[config.mk]
export PLATFORM = sky130hd
export DESIGN_NAME = multicycle_control_fsm_flat
export DESIGN_NICKNAME = d
export VERILOG_FILES = /design/src/rtl/multicycle_control_if.sv /design/src/rtl/multicycle_control_fsm.sv /design/src/flat_wrapper.sv
export SDC_FILE = /design/constraint.sdc
export NUM_CORES = 1
export LEC_CHECK = 0
export CAP_MARGIN = 10
export CORE_UTILIZATION = 46
export DETAILED_ROUTE_END_ITERATION = 12
export GPL_TIMING_DRIVEN = 0
export PLACE_DENSITY = 0.79
export SLEW_MARGIN = 10
export SYNTH_ARGS = -nofsm -noshare
export SYNTH_HDL_FRONTEND = slang
export SYNTH_SLANG_ARGS = --single-unit
[constraint.sdc]
create_clock -name clk -period 2.2 [get_ports clk]
set_clock_uncertainty 0.1 [all_clocks]
set_input_delay 0.33 -clock clk [delete_from_list [all_inputs] [get_ports clk]]
set_output_delay 0.33 -clock clk [all_outputs]
set_load 0.01 [all_outputs]
[src/rtl/multicycle_control_if.sv]
// Control-unit boundary: memory handshake in, datapath/memory strobes out.
// master = control unit, slave = datapath/memory side.
interface multicycle_control_if #(
   parameter int ALUOP_W = 4
);
   logic [31:0]        instr;
   logic               mem_ready;
   logic               mem_read;
   logic               mem_write;
   logic               iord;
   logic               ir_write;
   logic               pc_write;
   logic [1:0]         pc_sel;
   logic               branch;
   logic               reg_write;
   logic [1:0]         wb_sel;
   logic               alu_src;
   logic [ALUOP_W-1:0] alu_op;
   logic               busy;
   logic               fault;

   modport master (
      input  instr, mem_ready,
      output mem_read, mem_write, iord, ir_write, pc_write, pc_sel, branch,
             reg_write, wb_sel, alu_src, alu_op, busy, fault
   );

   modport slave (
      output instr, mem_ready,
      input  mem_read, mem_write, iord, ir_write, pc_write, pc_sel, branch,
             reg_write, wb_sel, alu_src, alu_op, busy, fault
   );
endinterface

[src/rtl/multicycle_control_fsm.sv]
// Multicycle RV32I control unit: FETCH/DECODE/EXEC/MEM/WB with memory-wait timeout.
// Optional macro ILLEGAL_TRAP_EN: illegal instructions trap to FAULT instead of acting as NOPs.
//
// state    | meaning
// S_FETCH  | read instruction at PC; latch IR and bump PC on mem_ready
// S_DECODE | one-cycle decode of the latched opcode/funct fields
// S_EXEC   | ALU operation; branch compare or jump PC update
// S_MEM    | load/store access at ALU address, held until mem_ready
// S_WB     | single-cycle register file write
// S_FAULT  | memory timeout or trapped illegal instruction; left only by reset
module multicycle_control_fsm #(
   parameter int ALUOP_W  = 4,
   parameter int WAIT_W   = 4,
   parameter int MAX_WAIT = 15
) (
   input logic                  clk,
   input logic                  reset,
   multicycle_control_if.master bus
);
   typedef enum logic [2:0] {S_FETCH, S_DECODE, S_EXEC, S_MEM, S_WB, S_FAULT} state_t;
   typedef enum logic [2:0] {K_ALU, K_LOAD, K_STORE, K_BRANCH, K_JAL, K_JALR, K_BAD} kind_t;

   localparam logic [ALUOP_W-1:0] OP_ADD   = ALUOP_W'(0);
   localparam logic [ALUOP_W-1:0] OP_SUB   = ALUOP_W'(1);
   localparam logic [ALUOP_W-1:0] OP_AND   = ALUOP_W'(2);
   localparam logic [ALUOP_W-1:0] OP_OR    = ALUOP_W'(3);
   localparam logic [ALUOP_W-1:0] OP_SLL   = ALUOP_W'(4);
   localparam logic [ALUOP_W-1:0] OP_SRL   = ALUOP_W'(5);
   localparam logic [ALUOP_W-1:0] OP_XOR   = ALUOP_W'(6);
   localparam logic [ALUOP_W-1:0] OP_SLT   = ALUOP_W'(7);
   localparam logic [ALUOP_W-1:0] OP_SRA   = ALUOP_W'(8);
   localparam logic [ALUOP_W-1:0] OP_SLTU  = ALUOP_W'(9);
   localparam logic [ALUOP_W-1:0] OP_PASSB = ALUOP_W'(10);
   localparam logic [WAIT_W-1:0]  WAIT_MAX = WAIT_W'(MAX_WAIT);

   state_t            state;
   logic [WAIT_W-1:0] wait_cnt;
   // Control copy of the IR keeps only the fields the decoder looks at.
   logic [6:0]        ir_op;
   logic [2:0]        ir_f3;
   logic [6:0]        ir_f7;
   kind_t             kind;
   logic [ALUOP_W-1:0] dec_alu;
   logic              dec_src;

   function automatic logic [ALUOP_W-1:0] f3_op(input logic [2:0] f3, input logic alt);
      case (f3)
         3'd0:    f3_op = alt ? OP_SUB : OP_ADD;
         3'd1:    f3_op = OP_SLL;
         3'd2:    f3_op = OP_SLT;
         3'd3:    f3_op = OP_SLTU;
         3'd4:    f3_op = OP_XOR;
         3'd5:    f3_op = alt ? OP_SRA : OP_SRL;
         3'd6:    f3_op = OP_OR;
         default: f3_op = OP_AND;
      endcase
   endfunction

   always_comb begin
      kind    = K_BAD;
      dec_alu = OP_ADD;
      dec_src = 1'b1;
      case (ir_op)
         7'h33: begin
            dec_src = 1'b0;
            dec_alu = f3_op(ir_f3, ir_f7 == 7'h20);
            if (ir_f7 == 7'h00 || (ir_f7 == 7'h20 && (ir_f3 == 3'd0 || ir_f3 == 3'd5)))
               kind = K_ALU;
         end
         7'h13: begin
            // Immediate ALU ops never subtract; funct7 only qualifies the shifts.
            dec_alu = f3_op(ir_f3, ir_f3 == 3'd5 && ir_f7 == 7'h20);
            if (ir_f3 == 3'd1) begin
               if (ir_f7 == 7'h00) kind = K_ALU;
            end else if (ir_f3 == 3'd5) begin
               if (ir_f7 == 7'h00 || ir_f7 == 7'h20) kind = K_ALU;
            end else begin
               kind = K_ALU;
            end
         end
         7'h37: begin
            kind    = K_ALU;
            dec_alu = OP_PASSB;
         end
         7'h17: kind = K_ALU;
         7'h03: if (ir_f3 != 3'd3 && ir_f3 != 3'd6 && ir_f3 != 3'd7) kind = K_LOAD;
         7'h23: if (ir_f3 <= 3'd2) kind = K_STORE;
         7'h63: begin
            dec_src = 1'b0;
            dec_alu = ir_f3[2] ? (ir_f3[1] ? OP_SLTU : OP_SLT) : OP_SUB;
            if (ir_f3[2:1] != 2'b01) kind = K_BRANCH;
         end
         7'h6F: kind = K_JAL;
         7'h67: if (ir_f3 == 3'd0) kind = K_JALR;
         default: kind = K_BAD;
      endcase
   end

   always_ff @(posedge clk) begin
      if (reset) begin
         state    <= S_FETCH;
         wait_cnt <= '0;
         ir_op    <= '0;
         ir_f3    <= '0;
         ir_f7    <= '0;
      end else begin
         case (state)
            S_FETCH, S_MEM: begin
               if (bus.mem_ready) begin
                  wait_cnt <= '0;
                  if (state == S_FETCH) begin
                     ir_op <= bus.instr[6:0];
                     ir_f3 <= bus.instr[14:12];
                     ir_f7 <= bus.instr[31:25];
                     state <= S_DECODE;
                  end else begin
                     state <= (kind == K_LOAD) ? S_WB : S_FETCH;
                  end
               end else if (wait_cnt == WAIT_MAX) begin
                  wait_cnt <= '0;
                  state    <= S_FAULT;
               end else begin
                  wait_cnt <= wait_cnt + 1'b1;
               end
            end
            S_DECODE: begin
               if (kind == K_BAD) begin
`ifdef ILLEGAL_TRAP_EN
                  state <= S_FAULT;
`else
                  state <= S_FETCH;
`endif
               end else begin
                  state <= S_EXEC;
               end
            end
            S_EXEC: begin
               case (kind)
                  K_LOAD, K_STORE: state <= S_MEM;
                  K_BRANCH:        state <= S_FETCH;
                  default:         state <= S_WB;
               endcase
            end
            S_WB:    state <= S_FETCH;
            default: state <= S_FAULT;
         endcase
      end
   end

   // Strobes are gated by reset so nothing is requested while reset is held.
   always_comb begin
      bus.mem_read  = 1'b0;
      bus.mem_write = 1'b0;
      bus.iord      = 1'b0;
      bus.ir_write  = 1'b0;
      bus.pc_write  = 1'b0;
      bus.pc_sel    = 2'd0;
      bus.branch    = 1'b0;
      bus.reg_write = 1'b0;
      bus.wb_sel    = 2'd0;
      bus.alu_src   = 1'b0;
      bus.alu_op    = '0;
      bus.busy      = 1'b0;
      bus.fault     = 1'b0;
      if (!reset) begin
         case (state)
            S_FETCH: begin
               bus.mem_read = 1'b1;
               bus.ir_write = bus.mem_ready;
               bus.pc_write = bus.mem_ready;
            end
            S_DECODE: bus.busy = 1'b1;
            S_EXEC: begin
               bus.busy    = 1'b1;
               bus.alu_op  = dec_alu;
               bus.alu_src = dec_src;
               if (kind == K_BRANCH) begin
                  bus.branch = 1'b1;
                  bus.pc_sel = 2'd1;
               end else if (kind == K_JAL || kind == K_JALR) begin
                  bus.pc_write = 1'b1;
                  bus.pc_sel   = (kind == K_JAL) ? 2'd1 : 2'd2;
               end
            end
            S_MEM: begin
               bus.busy      = 1'b1;
               bus.iord      = 1'b1;
               bus.mem_read  = (kind == K_LOAD);
               bus.mem_write = (kind == K_STORE);
            end
            S_WB: begin
               bus.busy      = 1'b1;
               bus.reg_write = 1'b1;
               if (kind == K_LOAD)                         bus.wb_sel = 2'd1;
               else if (kind == K_JAL || kind == K_JALR)   bus.wb_sel = 2'd2;
            end
            default: begin
               bus.busy  = 1'b1;
               bus.fault = 1'b1;
            end
         endcase
      end
   end
endmodule

[src/flat_wrapper.sv]
// flat-port wrapper written by rule: the top's interface ports become plain ports
module multicycle_control_fsm_flat 
#(
   parameter int ALUOP_W  = 4,
   parameter int WAIT_W   = 4,
   parameter int MAX_WAIT = 15
)
  (clk, reset, bus_instr, bus_mem_ready, bus_mem_read, bus_mem_write, bus_iord, bus_ir_write, bus_pc_write, bus_pc_sel, bus_branch, bus_reg_write, bus_wb_sel, bus_alu_src, bus_alu_op, bus_busy, bus_fault);
  multicycle_control_if #(.ALUOP_W(ALUOP_W)) bus_i ();
  input logic clk;
  input logic reset;
  input wire logic [$bits(bus_i.instr)-1:0] bus_instr;
  input wire logic [$bits(bus_i.mem_ready)-1:0] bus_mem_ready;
  output wire logic [$bits(bus_i.mem_read)-1:0] bus_mem_read;
  output wire logic [$bits(bus_i.mem_write)-1:0] bus_mem_write;
  output wire logic [$bits(bus_i.iord)-1:0] bus_iord;
  output wire logic [$bits(bus_i.ir_write)-1:0] bus_ir_write;
  output wire logic [$bits(bus_i.pc_write)-1:0] bus_pc_write;
  output wire logic [$bits(bus_i.pc_sel)-1:0] bus_pc_sel;
  output wire logic [$bits(bus_i.branch)-1:0] bus_branch;
  output wire logic [$bits(bus_i.reg_write)-1:0] bus_reg_write;
  output wire logic [$bits(bus_i.wb_sel)-1:0] bus_wb_sel;
  output wire logic [$bits(bus_i.alu_src)-1:0] bus_alu_src;
  output wire logic [$bits(bus_i.alu_op)-1:0] bus_alu_op;
  output wire logic [$bits(bus_i.busy)-1:0] bus_busy;
  output wire logic [$bits(bus_i.fault)-1:0] bus_fault;
  assign bus_i.instr = bus_instr;
  assign bus_i.mem_ready = bus_mem_ready;
  assign bus_mem_read = bus_i.mem_read;
  assign bus_mem_write = bus_i.mem_write;
  assign bus_iord = bus_i.iord;
  assign bus_ir_write = bus_i.ir_write;
  assign bus_pc_write = bus_i.pc_write;
  assign bus_pc_sel = bus_i.pc_sel;
  assign bus_branch = bus_i.branch;
  assign bus_reg_write = bus_i.reg_write;
  assign bus_wb_sel = bus_i.wb_sel;
  assign bus_alu_src = bus_i.alu_src;
  assign bus_alu_op = bus_i.alu_op;
  assign bus_busy = bus_i.busy;
  assign bus_fault = bus_i.fault;
  multicycle_control_fsm #(.ALUOP_W(ALUOP_W), .WAIT_W(WAIT_W), .MAX_WAIT(MAX_WAIT)) u_core (.clk(clk), .reset(reset), .bus(bus_i));
endmodule
==> results.cfg <==
[status]
status = finished with violations
violations = setup timing

[synth]
ys_warn_count = 0
ys_seq_area_share_pct = 29.88
synth_edf_count = 0
synth_cell_types = 47
synth_fp_nets = 268
synth_ff_type = dfxtp_1
synthArstFlopShare_pct = 0
syn_area_per_cell_um2 = 6.930
syn_area_um2 = 1608
synthCells = 232
synth-seq-cells = 24

[placement]
place_congestion = 0.8873
dp_hpwl_um = 2959
io_buffer_count = 37
dp.cells = 315

[global_route]
grt_pass1_wl_um = 8500
antenna_found_initial = 0
track_usage_pct = 30.54
grt_max_degree = 18
grt_overflow_total = 0
grt_pass1_vias = 1872

[setup_path]
worst-path-max-fanout = 4
start_kind = flop
arrival_ns = 2.05
r2r_slack_ns = 0.19
crit_required_ns = 1.77
r2r_start = u_core.wait_cnt[0]
r2r-end = u_core.state[1]
crit_path_end_kind = primary output
path_class = flop to primary output
reg2reg_depth = 5

[die]
fp.dieArea_um2 = 3736
io_pins = 53
die_w_um = 61.12
start_util_pct = 48.18
core_um2 = 3337
rows = 21
fp.dieH_um = 61.12

[clock_tree]
clock_latency_ns = 0.32
cts_made_buffers = 3
h-tree-depth = 1
tritoncts = yes
hold_buffers = 0
clk_pin_slew_ns = 0.14
cts_sinks = 24
clock_path_buffers = 2
cts_root_buf = clkbuf_4

[power]
power_density_nw_per_um2 = 489.5
irDropWorstVdd_uv = 317.2
power_switching_uw = 403.2
p_sw_share_pct = 32.59
combPwrFrac_pct = 32.3
p_int_uw = 834.1
leakage_nw = 0.9662
p_seq_share_pct = 41.7
power_mw = 1.237
clockPowerShare_pct = 26.0

[final_layout]
area_delta_synth_final_pct = 57.20
diodes = 0
utilization_pct = 75.74
drive_gt1_share_pct = 36.33
final_cells = 346
num-fill-cells = 240
nNetsFinal = 337

[min_path]
hp-start = u_core.ir_f7[2]
holdPathEnd = u_core.ir_f7[2]
hold_class = flop to flop
min_path_cells = 2

[drt]
final_antenna_net_count = 0
wire_per_inst_um = 16.77
via_per_inst = 6.121
remaining_drc_errors = 0
drt-total-wl_um = 5802
drtPass1Iterations = 5
drt_iter0_drc = 246
num_vias = 2118

[sta]
fmax_mhz = 403.8
tightest_slew_ns = 0.6435
fin_ws_ns = -0.2765
hold_viol = 0
rsz0062_at_grt = true
tns_ns = -1.493
setup_viol = 10
final.min_clock_period_ns = 2.477
relSlewSlack_pct = 57.02
period_share_pct = 112.6
slew_violations = 0

[run]
cap_violations = 0
## cell families after synthesis
kind of cell	count (synthesis)	share of synthesized area, %
simple gates	123	37.90
compound gates	57	22.72
flops	24	29.88
buf+inv	23	6.304
mux	3	1.868
xor+xnor	1	0.5448
fa+ha+maj	1	0.7781
## how the worst max path moves through the flow
stage                    start             to  slack (ns)  depth (start not counted)
2_1_floorplan  u_core.ir_op[2]  bus_pc_sel[1]        0.18                          6
3_3_place_gp     bus_mem_ready   bus_ir_write       -0.62                          6
3_5_place_dp     bus_mem_ready   bus_ir_write       -0.62                          6
4_1_cts        u_core.ir_op[2]  bus_pc_sel[1]       -0.21                          7
5_1_grt        u_core.ir_op[3]  bus_alu_op[3]       -0.32                          6
6_report       u_core.ir_op[3]  bus_alu_op[3]       -0.28                          8
## cell usage in the layout (no fill, tap or decap), drive strengths merged, types with 2 or more instances in the layout
cell | synthesis | routed
a22oi | 2 | 2
nand4b | 2 | 2
a221oi | 2 | 2
clkdlybuf4s50 | 0 | 20
a2111oi | 2 | 2
nand2 | 44 | 44
mux2i | 3 | 3
nor2b | 6 | 6
dlygate4sd2 | 0 | 4
nor3 | 9 | 9
nor3b | 4 | 4
buf | 5 | 49
or3 | 3 | 3
a211oi | 3 | 3
a211o | 2 | 2
or2 | 4 | 4
nand2b | 6 | 6
a21oi | 26 | 26
dfxtp | 24 | 24
and2 | 3 | 3
nand3b | 2 | 2
clkbuf | 13 | 12
and3 | 3 | 3
inv | 5 | 5
nor2 | 25 | 25
nor4 | 5 | 5
o21ai | 8 | 8
nand3 | 5 | 5
## routing by layer
metal	track usage (%)	wire length, um	vias up
li1	-	-	950
met1	39.43	2339	985
met2	49.69	2744	133
met3	3.361	394	50
met4	17.21	323	0
met5	0	0	-
## through the flow
stage | cell area (um2) | setup slack (ns) | hold slack [ns]
after CTS | 2456 | -0.2069 | 0.3667
final | 2527 | -0.2765 | 0.3847
after floorplan | 1608 | 0.1770 | 0.3360
after global routing | 2527 | -0.3236 | 0.3996
after global placement | 2036 | -0.6206 | 0.3423
after detailed placement | 2036 | -0.6170 | 0.3485
## flip-flops by register name, summed over array words and instances (netlist names)
| register | flops |
|---|---|
| u_core.wait_cnt | 4 |
| u_core.state | 3 |
| u_core.ir_f3 | 3 |
| u_core.ir_f7 | 7 |
| u_core.ir_op | 7 |
## synth_stat cells (all sizes together), types with 2 or more instances
master,instances,area [um2]
nor2,25,93.84
mux2i,3,30.03
inv,5,18.77
nand3,5,25.02
or2,4,25.02
nand3b,2,15.01
nor4,5,31.28
clkbuf,13,48.80
dfxtp,24,480.5
a221oi,2,17.52
nor3b,4,30.03
nor3,9,45.04
nand4b,2,17.52
a21oi,26,130.1
or3,3,18.77
nor2b,6,45.04
a211o,2,17.52
a211oi,3,22.52
a2111oi,2,23.77
buf,5,33.78
o21ai,8,40.04
a22oi,2,15.01
and2,3,18.77
nand2b,6,37.54
and3,3,18.77
nand2,44,165.2
## power groups by stage
stage          combinational (mW)  sequential (mW)  clock [mW]
2_1_floorplan               0.212            0.496           0
3_3_place_gp                0.306            0.501           0
3_5_place_dp                0.310            0.502           0
4_1_cts                     0.376            0.505       0.329
5_1_grt                     0.431            0.520       0.341
6_report                    0.400            0.515       0.322
## critical path: stages, from the launching register on
cell      delay, ns
dfxtp_2        0.36
and4bb_4       0.40
buf_6          0.12
and2_4         0.15
buf_4          0.12
a22o_1         0.13
a22oi_1        0.09
nor2_1         0.20
buf_2          0.17
## final cells by class
class	instances	area, um2	area share (%)
Inverter	5	18.77	0.7426
Multi-Input combinational cell	185	1254	49.60
Timing Repair Buffer	68	560.5	22.18
Clock buffer	3	22.52	0.8911
Tap cell	46	57.56	2.277
Buffer	14	85.08	3.366
Sequential cell	24	499.2	19.75
Clock inverter	1	30.03	1.188
## timing repair
item / 4_1_cts / 5_1_grt
setup buffers: 27 / 5
setup endpoints to repair: 18 / 23
resized for setup: 114 / 27
endpoints found under the hold margin: 0 / 0
gates cloned: 0 / 0
pin swaps: 24 / 13
Power figures use the tool's default switching activity.
==> variant 1: new RTL, same flow settings <==
`WAIT_W` is set to 4 in 2 places; all go to 6.
--- a/src/rtl/multicycle_control_fsm.sv
+++ b/src/rtl/multicycle_control_fsm.sv
@@ -10,7 +10,7 @@
 // S_FAULT  | memory timeout or trapped illegal instruction; left only by reset
 module multicycle_control_fsm #(
    parameter int ALUOP_W  = 4,
-   parameter int WAIT_W   = 4,
+   parameter int WAIT_W   = 6,
    parameter int MAX_WAIT = 15
 ) (
    input logic                  clk,
--- a/src/flat_wrapper.sv
+++ b/src/flat_wrapper.sv
@@ -2,7 +2,7 @@
 module multicycle_control_fsm_flat 
 #(
    parameter int ALUOP_W  = 4,
-   parameter int WAIT_W   = 4,
+   parameter int WAIT_W   = 6,
    parameter int MAX_WAIT = 15
 )
   (clk, reset, bus_instr, bus_mem_ready, bus_mem_read, bus_mem_write, bus_iord, bus_ir_write, bus_pc_write, bus_pc_sel, bus_branch, bus_reg_write, bus_wb_sel, bus_alu_src, bus_alu_op, bus_busy, bus_fault);
Check against the original RTL: same outputs for any inputs over 10 cycles, from zero or initial values and one cycle with reset high; that may be too few to reach the edited logic, so the function may still have changed.
==> variant 1 against the original RTL <==
- first-iteration DRC count shrank 39%
- cell area shrank 4.2%
- cell count shrank 4.3%
- sequential cell count grew 2
- synthesized area grew 5.4%
- routed wire length shrank 16%
- total power shrank 1.1%
- worst setup slack gained 0.28 ns
- largest cell class unchanged
- largest power group unchanged
==> variant 1: results (changes against the original RTL) <==
outcome complete, no violations; Logic power comb 0.290 mW (-28%); Sequential Power Share 43.5% (+1.8 points); Leak 0.951 nW (-1.6%); routability cong. 0.890 (+0.27%); Fin Hold WS 0.365 ns (-0.0200 ns); period utilization 99.8% (-13 points); Final Instance Count excl. Fillers 331 (-4.3%); register area share after synthesis 30.7% (+0.84 points); top cells by area, synth dfxtp_1 (31%), nand2_1 (9.7%), a21oi_1 (8.6%); Routed WL per cell 14.7 um (-12%); Worst Tran Pin Value 0.501 ns (-0.142 ns); register clock-pin slew on the reported worst setup and hold paths 0.09 ns (-0.05 ns); placed instance count 314 (-0.32%); PortBufs 36 (-2.7%); first-pass GRT wire length 8020 um (-5.7%); root buffer cell clkbuf_8; pin count of the biggest net entering global routing 16 (-2); Yosys cell types 58 (+23%); share of cells above drive strength 1 29.8% (-6.5 points); R2R Setup Slk 0.39 ns (+0.20 ns); Post-DP HPWL 3030 um (+2.5%); Sw Share 27.9% (-4.6 points); # fillers 277 (+15%); clock latency on the worst-skew pair 0.27 ns (-0.05 ns); share of total power in combinational logic 23.7% (-8.6 points); Final nets 322 (-4.5%); most instantiated cells after synthesis nand2_1 (44), a21oi_1 (29), dfxtp_1 (26); dpl cell area 2110 um2 (+3.7%); Total GRT Usage 25.1% (-5.4 points); TritonRoute pass-1 iters 4 (-1); pre-CTS WS -0.472 ns (+0.145 ns); vias 1884 (-11%)
variant 1: routing by layer:
metal	GRT usage (%)	vias to the layer above	part of all wire [%]
li1	-	935	-
met1	33.5	853	45
met2	40.6	86	47
met3	3.28	10	6.2
met4	10.5	0	1.8
met5	0	-	0
variant 1: path summary, 6_finish.rpt:
check / from / to / cells after the start
worst max-delay path: u_core.ir_f7[0] / bus_alu_op[3] / 6
worst min-delay path: u_core.ir_f7[6] / u_core.ir_f7[6] / 2
worst max register to register: u_core.ir_f7[0] / u_core.state[1] / 6
worst min register to register: u_core.ir_f7[6] / u_core.ir_f7[6] / 2
variant 1: area by class of cell:
class	count	area (um2)	share of cell area [%]
multi-input cells	185	1210	50.0
flip-flops and latches	26	547	22.6
repair buffers	50	409	16.9
plain buffers	13	96.3	3.98
well taps	46	57.6	2.38
clock buffers	3	41.3	1.71
clock inverters	1	30.0	1.24
inverters	7	28.8	1.19
variant 1: what timing repair did:
| action | CTS | global route |
|---|---|---|
| pin swaps | 10 | 10 |
| buffers inserted | 10 | 4 |
| setup endpoints to repair | 17 | 14 |
| gates resized for setup | 81 | 28 |
variant 1: kinds of logic (layout without fill, tap and decap cells):
logic type / count (synthesis) / in the layout / share of synthesized area, %
AOI/OAI and AO/OA: 67 / 67 / 25.2
buffers and inverters: 21 / 74 / 6.43
adders and majority gates: 2 / 2 / 1.33
DFF: 26 / 26 / 30.7
muxes: 2 / 2 / 1.18
and+or+nand+nor: 114 / 114 / 35.2
variant 1: critical path: stages, from the launching register on:
cell     delay [ns]
dfxtp_2        0.35
nor4_4         0.32
and3_4         0.26
and4b_1        0.21
o21ai_1        0.06
a31oi_1        0.15
buf_2          0.15
==> variant 2: new RTL, same settings <==
Without the edit above. The 6 states of `state_t` get a one-hot encoding in 6 bits.
--- a/src/rtl/multicycle_control_fsm.sv
+++ b/src/rtl/multicycle_control_fsm.sv
@@ -17,7 +17,7 @@
    input logic                  reset,
    multicycle_control_if.master bus
 );
-   typedef enum logic [2:0] {S_FETCH, S_DECODE, S_EXEC, S_MEM, S_WB, S_FAULT} state_t;
+   typedef enum logic [5:0] {S_FETCH = 6'b000001, S_DECODE = 6'b000010, S_EXEC = 6'b000100, S_MEM = 6'b001000, S_WB = 6'b010000, S_FAULT = 6'b100000} state_t;
    typedef enum logic [2:0] {K_ALU, K_LOAD, K_STORE, K_BRANCH, K_JAL, K_JALR, K_BAD} kind_t;
 
    localparam logic [ALUOP_W-1:0] OP_ADD   = ALUOP_W'(0);
Formal check against the unedited RTL: same outputs for any inputs over 10 cycles, from zero or initial values and one cycle with reset high; not proved beyond that.
==> variant 2 against the original RTL <==
- the flow still finishes with violations (setup timing)
- sequential cell count grew 3
- cell area grew 0.30%
- worst hold slack lost 0.063 ns
- synthesized area grew 4.9%
- first-iteration DRC count shrank 19%
- worst setup slack gained 0.18 ns
- total power shrank 11%
- combinational power shrank 22%
- routed wire length shrank 13%
- critical path type unchanged
- critical endpoint is now bus_alu_op[0]
- highest routed layer unchanged
==> variant 2: results (changes against the original RTL) <==
outcome complete, but fails checks; failing checks setup timing; placed instance count 309 (-1.9%); Final Instance Count excl. Fillers 340 (-1.7%); pin count of the biggest net entering global routing 19 (+1); register clock-pin slew on the reported worst setup and hold paths 0.17 ns (+0.03 ns); vias 1917 (-9.5%); top cells by area, synth dfxtp_1 (32%), nand2_1 (10%), a21oi_1 (8.0%); M2 GR Usage 39.5% (-10 points); TritonRoute pass-1 iters 4 (-1); syn_nets 264 (-1.5%); Worst VDD drop 0.408 mV (+28%); Worst Hold Class in -> reg; Leak 0.947 nW (-2.0%); Post-DP HPWL 2990 um (+0.92%); 1st-iter DRT viols 200 (-19%); Synth Area in Adders 0.742% (-0.036 points); top flop regs u_core.ir_f7 (7), u_core.ir_op (7), u_core.state (6); first-pass GRT wire length 7670 um (-9.7%); GR Util met3 3.10% (-0.26 points); Rel. slew slack 64.6% (+7.6 points); final wirelength 5040 um (-13%); Total GRT Usage 24.4% (-6.2 points); Final nets 331 (-1.8%); Worst EP arrival 1.86 ns (-0.19 ns); dpl cell area 2090 um2 (+2.9%); Worst path slowest cell dfxtp_2; PortBufs 35 (-5.4%); share of cells above drive strength 1 40.5% (+4.1 points); Setup violations, final 8 (-2); min setup slack post-route -0.0923 ns (+0.184 ns); fin area 2530 um2 (+0.30%); # fillers 259 (+7.9%); Compound-Gate Fraction of Synth Area 20.0% (-2.8 points); most instantiated cells after synthesis nand2_1 (47), a21oi_1 (27), dfxtp_1 (27); register area share after synthesis 32.0% (+2.2 points); multiplexer area fraction after synthesis 1.26% (-0.61 points); vias in the first global route 1648 (-12%)
-- variant 2: cell count changes after synthesis, sizes merged, moves of 3 or more --
cell,unedited run,this run
nor2,25,20
nor3,9,6
clkbuf,13,8
nand2b,6,3
nand2,44,50
dfxtp,24,27
or2,4,0
-- variant 2: layout make-up --
cell class | instances | area share [%]
Multi-Input combinational cell | 182 | 49.0
Sequential cell | 27 | 23.0
Timing Repair Buffer | 66 | 20.7
Buffer | 11 | 3.11
Tap cell | 46 | 2.27
Clock buffer | 3 | 0.888
Inverter | 4 | 0.790
Clock inverter | 1 | 0.296
-- variant 2: cell families after synthesis --
logic type,Yosys count
xor gates and xnor gates,1
and+or+nand+nor,123
muxes,2
buffers and inverters,19
adders and majority gates,1
AOI/OAI and AO/OA,55
DFF,27
-- variant 2: per-layer routing --
metal  vias up  routed length (um)  part of all wire (%)
met3        19                 277                   5.5
met2        83                2360                    47
met5         -                   0                     0
met4         0                 150                   3.0
met1       877                2250                    45
li1        938                   -                     -
-- variant 2: through the flow --
step / worst slack [ns] / total power [mW] / TNS (ns) / hold slack [ns]
detailed placement: -0.255 / 0.777 / -2.20 / 0.352
global placement: -0.253 / 0.775 / -1.80 / 0.344
global route: -0.243 / 1.15 / -1.63 / 0.330
floorplan: 0.327 / 0.695 / 0 / 0.336
CTS: -0.132 / 1.04 / -0.329 / 0.333
finish: -0.0923 / 1.10 / -0.363 / 0.322
-- variant 2: worst paths after layout --
path,from,slack [ns],endpoint,depth (start not counted)
max reg2reg,u_core.state[1],0.28,u_core.ir_f3[2],9
min,reset,0.32,u_core.state[2],2
max,u_core.ir_f7[6],-0.09,bus_alu_op[0],7
min reg2reg,u_core.ir_f7[4],0.37,u_core.ir_f7[4],2
-- variant 2: where the power goes --
part | total (mW) | internal, mW | switching, mW
clock | 0.240 | 0.0698 | 0.171
combinational | 0.313 | 0.158 | 0.154
sequential | 0.544 | 0.511 | 0.0326
-- variant 2: what timing repair did --
action | in CTS | in global routing
pin swaps | 15 | 27
endpoints found under the setup margin | 18 | 18
gates resized for setup | 107 | 48
cloned | 0 | 0
buffers inserted | 18 | 14
